[src/rtl/hamming_rx_pipe.sv]
// Hamming(15,11) SEC receive pipeline: S1 captures the codeword, S2 adds the syndrome,
// S3 holds the corrected data. All stages freeze together under downstream backpressure.
module hamming_rx_pipe #(
  parameter int CNT_W = 16
) (
  input  logic             clk,
  input  logic             reset,
  input  logic             in_valid,
  output logic             in_ready,
  input  logic [14:0]      in_cw,
  output logic             out_valid,
  input  logic             out_ready,
  output logic [10:0]      out_data,
  output logic             out_err,
  output logic [3:0]       out_syn,
  input  logic             clr_cnt,
  output logic [CNT_W-1:0] word_cnt,
  output logic [CNT_W-1:0] corr_cnt
);

  // XOR of the 1-based indices of every set position.
  function automatic logic [3:0] calc_syn(input logic [14:0] cw);
    logic [3:0] s;
    s = '0;
    for (int i = 1; i <= 15; i++) begin
      if (cw[i-1]) s = s ^ 4'(i);
    end
    return s;
  endfunction

  logic             s1_v_q, s1_v_d;
  logic [14:0]      s1_cw_q, s1_cw_d;
  logic             s2_v_q, s2_v_d;
  logic [14:0]      s2_cw_q, s2_cw_d;
  logic [3:0]       s2_syn_q, s2_syn_d;
  logic             s3_v_q, s3_v_d;
  logic [10:0]      s3_data_q, s3_data_d;
  logic             s3_err_q, s3_err_d;
  logic [3:0]       s3_syn_q, s3_syn_d;
  logic [CNT_W-1:0] word_cnt_q, word_cnt_d;
  logic [CNT_W-1:0] corr_cnt_q, corr_cnt_d;

  logic        stall;
  logic        deliver;
  logic [14:0] flip_mask;
  logic [14:0] fixed_cw;
  logic        unused_parity;

  // Parity positions 1, 2, 4 and 8 carry no payload once the syndrome is known.
  assign unused_parity = ^{fixed_cw[7], fixed_cw[3], fixed_cw[1:0]};

  always_comb begin
    stall     = s3_v_q & ~out_ready;
    deliver   = s3_v_q & out_ready;
    flip_mask = (s2_syn_q != 4'd0) ? (15'(1) << (s2_syn_q - 4'd1)) : 15'd0;
    fixed_cw  = s2_cw_q ^ flip_mask;

    s1_v_d    = s1_v_q;
    s1_cw_d   = s1_cw_q;
    s2_v_d    = s2_v_q;
    s2_cw_d   = s2_cw_q;
    s2_syn_d  = s2_syn_q;
    s3_v_d    = s3_v_q;
    s3_data_d = s3_data_q;
    s3_err_d  = s3_err_q;
    s3_syn_d  = s3_syn_q;

    if (!stall) begin
      s1_v_d    = in_valid;
      s1_cw_d   = in_valid ? in_cw : s1_cw_q;
      s2_v_d    = s1_v_q;
      s2_cw_d   = s1_cw_q;
      s2_syn_d  = calc_syn(s1_cw_q);
      s3_v_d    = s2_v_q;
      s3_data_d = {fixed_cw[14:8], fixed_cw[6:4], fixed_cw[2]};
      s3_err_d  = (s2_syn_q != 4'd0);
      s3_syn_d  = s2_syn_q;
    end

    // Clear takes priority; both counters stick at all-ones.
    word_cnt_d = word_cnt_q;
    corr_cnt_d = corr_cnt_q;
    if (clr_cnt) begin
      word_cnt_d = '0;
      corr_cnt_d = '0;
    end else if (deliver) begin
      if (word_cnt_q != '1) word_cnt_d = word_cnt_q + CNT_W'(1);
      if (s3_err_q && corr_cnt_q != '1) corr_cnt_d = corr_cnt_q + CNT_W'(1);
    end
  end

  always_ff @(posedge clk or posedge reset) begin
    if (reset) begin
      s1_v_q     <= 1'b0;
      s1_cw_q    <= '0;
      s2_v_q     <= 1'b0;
      s2_cw_q    <= '0;
      s2_syn_q   <= '0;
      s3_v_q     <= 1'b0;
      s3_data_q  <= '0;
      s3_err_q   <= 1'b0;
      s3_syn_q   <= '0;
      word_cnt_q <= '0;
      corr_cnt_q <= '0;
    end else begin
      s1_v_q     <= s1_v_d;
      s1_cw_q    <= s1_cw_d;
      s2_v_q     <= s2_v_d;
      s2_cw_q    <= s2_cw_d;
      s2_syn_q   <= s2_syn_d;
      s3_v_q     <= s3_v_d;
      s3_data_q  <= s3_data_d;
      s3_err_q   <= s3_err_d;
      s3_syn_q   <= s3_syn_d;
      word_cnt_q <= word_cnt_d;
      corr_cnt_q <= corr_cnt_d;
    end
  end

  assign in_ready  = ~stall;
  assign out_valid = s3_v_q;
  assign out_data  = s3_data_q;
  assign out_err   = s3_err_q;
  assign out_syn   = s3_syn_q;
  assign word_cnt  = word_cnt_q;
  assign corr_cnt  = corr_cnt_q;

endmodule

[config.mk]
export PLATFORM = sky130hd
export DESIGN_NAME = hamming_rx_pipe
export DESIGN_NICKNAME = d
export VERILOG_FILES = /design/src/rtl/hamming_rx_pipe.sv
export SDC_FILE = /design/constraint.sdc
export NUM_CORES = 1
export LEC_CHECK = 0
export BUFFER_PORTS_ARGS = -buffer_cell sky130_fd_sc_hd__buf_2
export CAP_MARGIN = 20
export CORE_MARGIN = 5
export CORE_UTILIZATION = 42
export CTS_CLUSTER_SIZE = 14
export DETAILED_ROUTE_END_ITERATION = 8
export PLACE_DENSITY_LB_ADDON = 0.05
export SYNTH_ARGS = -nofsm -noshare
export SYNTH_HDL_FRONTEND = slang
export SYNTH_SLANG_ARGS = --single-unit
[constraint.sdc]
create_clock -name clk -period 7.8 [get_ports clk]
set_input_delay 1.56 -clock clk [delete_from_list [all_inputs] [get_ports clk]]
set_output_delay 1.56 -clock clk [all_outputs]
set_load 0.02 [all_outputs]
==> results.ini <==
[outcome]
status = finished, final reports clean

[power]
power_density_nw_per_um2 = 297
internal_power_uw = 900
swShare_pct = 36.5
clkPwrFrac_pct = 24.7
switchingPower_uw = 517
p_leak_nw = 2.11
ir_drop_uv = 200
pwr-share-seq_pct = 43.7
p_comb_share_pct = 31.5

[worst_setup_path]
critPathArrivalTime_ns = 2.72
crit_type = input port to output port
required_ns = 6.24
path_cells = buf_2 > nor2b_2 > buf_4 > inv_2 > buf_2
slowest_stage = inv_2
path_max_fanout = 37
path_common_cell = buf_2
endpoint_kind = output port
crit_path_max_incr_delay_ns = 0.45
startpoint_type = input port

[cts]
cts_tree = yes
clkTransAtPathRegs_ns = 0.09
h-tree-depth = 3
clock_latency_ns = 0.35
root_buffer = clkbuf_8
clock_sinks = 81
cts_hold_buffers = 0
clockBufferDepth = 2
cts-buffers-inserted = 9
cts_setup_buffers = 0
postCtsResizedCells = 0

[sta]
setup_viol = 0
period_needed_ns = 4.28
worstMarginPinSlew_ns = 0.918
slew_violations = 0
finalClockSkew_ns = 0.0121
hold_viol = 0
post-route-period-util_pct = 54.9
fmax_mhz = 234
setup_tns_ns = 0
rsz0062_at_grt = no
slew_headroom_pct = 38.2

[routing]
wl_per_cell_microns = 14.7
viasPerCell = 5.29
vias = 3274
route.antenna.remaining_nets = 0
drc = 0
wirelength_microns = 9120
firstDrtPassIters = 4
dr.first_iter.drc_count = 100

[synth]
ys_types = 41
synth_top_family_by_area = simple AND/OR/NAND/NOR gates
ys_ff_latch = 81
yosys_warnings = 0
async_flop_share_pct = 100
syn-cell-area_sq_um = 4040
syn_area_per_cell_sq_um = 9.73
ys_seq_area_share_pct = 50.2
synth_xor_area_share_pct = 6.29
syn_inst = 415
synth_edf_count = 0
syn-num-nets = 437
synth.area.top_cells = dfrtp_1 50%, mux2_2 6.7%, nand2_1 6.6%
synth_fa_ha_area_share_pct = 0.620
ys.flop_type = dfrtp_1
netlist.area_leader.share_pct = 50.2
synth_common_cells = 81 x dfrtp_1, 71 x nand2_1, 25 x a21oi_1, 25 x nor2_1, 24 x mux2_2
synth-simple-area-share_pct = 23.6
synth_largest_area_cell = dfrtp_1
synth_compound_area_share_pct = 10.3
synth_most_common_cell = dfrtp_1
yosys-mux-area-fraction_pct = 6.94

[finish]
nets = 507
diodes = 0
layout-drive-gt1-share_pct = 25.5
instances_no_fill = 619
syn_to_final_growth_pct = 18.1
fill_cells = 925

[die]
die_w_microns = 108
start_util_pct = 43.3
placement_rows = 35
core_area_sq_um = 9330
die_area_sq_um = 11700
die_height_microns = 108
io_pins = 70

[global_route]
grt_max_degree = 82
grt_usage_pct = 16.3
grt_pass1_vias = 3146
grt-ovfl-total = 0
antenna_found_initial = 0
grt_pass1_wl_microns = 15300

[place]
dp.cells = 601
gp_congestion = 0.801
io_buffers = 69
place_hpwl_microns = 6310

[job]
drv_cap = 0

[hold_path]
hp-class = register to register

[cell families (layout without fill, tap and decap cells)]
group,after synthesis,count (layout)
and+or+nand+nor,187,187
DFF,81,81
AOI/OAI and AO/OA,69,69
xor gates and xnor gates,29,29
muxes,25,25
buffers and inverters,22,97
adders and majority gates,2,2
[cell usage in the layout (no fill, tap or decap), types with 14 or more instances in the layout]
| cell type | instances |
|---|---|
| dfrtp_1 | 81 |
| nand2_1 | 71 |
| buf_2 | 69 |
| nor2_1 | 25 |
| a21oi_1 | 25 |
| mux2_2 | 24 |
| xnor2_1 | 22 |
| o21ai_0 | 18 |
| nand3_1 | 14 |
[routing by layer]
layer | GRT usage (%) | up-vias | wire length (microns)
met5 | 0 | - | 0
met4 | 5.14 | 0 | 123
met3 | 2.81 | 8 | 376
met2 | 28.3 | 52 | 4520
met1 | 20.6 | 1588 | 4100
li1 | - | 1626 | -
[state kept, by name (all words and copies together), names as in the netlist]
signal / cells
word_cnt: 16
s2_cw_q: 11
out_data: 11
corr_cnt: 16
out_syn: 4
s1_cw_q: 15
s1_v_q: 1
out_err: 1
s2_syn_q: 4
s2_v_q: 1
out_valid: 1
[critical path, delay by kind of cell]
family        cells  cell delay [ns]
simple gates      1             0.05
buf+inv           4             1.09
[metrics by stage]
step	total power, mW	utilization [%]	cell area [sq um]	setup WS (ns)	hold WS (ns)
2_1_floorplan	0.949	-	4040	4.01	0.430
3_3_place_gp	1.07	48.3	4510	3.53	0.443
3_5_place_dp	1.09	48.3	4510	3.51	0.449
4_1_cts	1.44	50.8	4730	3.50	0.469
5_1_grt	1.51	51.1	4770	3.42	0.483
6_report	1.42	51.1	4770	3.52	0.463
[layout make-up]
| class | count | area (sq um) | area share (%) |
|---|---|---|---|
| tap | 129 | 161 | 3.39 |
| clock inverter | 7 | 101 | 2.13 |
| multi-input combinational | 312 | 1930 | 40.5 |
| sequential | 81 | 2030 | 42.5 |
| clock buffer | 9 | 124 | 2.60 |
| timing repair buffer | 73 | 393 | 8.24 |
| inverter | 8 | 31.3 | 0.656 |
[worst paths after layout]
path / start / to / slack (ns) / cells past startpoint
setup / recovery: out_ready / in_ready / 3.52 / 5
hold / removal: s2_v_q$_DFFE_PP0N_ / s2_v_q$_DFFE_PP0N_ / 0.46 / 2
setup reg to reg: out_valid$_DFFE_PP0N_ / s1_cw_q[0]$_DFFE_PP0P_ / 5.39 / 5
hold reg to reg: s2_v_q$_DFFE_PP0N_ / s2_v_q$_DFFE_PP0N_ / 0.46 / 2
max in group asynchronous: reset / s2_syn_q[0]$_DFFE_PP0N_ / 5.91 / 4
min in group asynchronous: reset / out_data[0]$_DFFE_PP0N_ / 1.29 / 3
[power groups by stage]
stage	clock [mW]	sequential, mW	combinational [mW]
floorplan	0	0.661	0.288
global placement	0	0.627	0.447
detailed placement	0	0.633	0.452
CTS	0.360	0.624	0.455
global route	0.378	0.638	0.496
finish	0.350	0.620	0.447
Power figures use the tool's default switching activity.
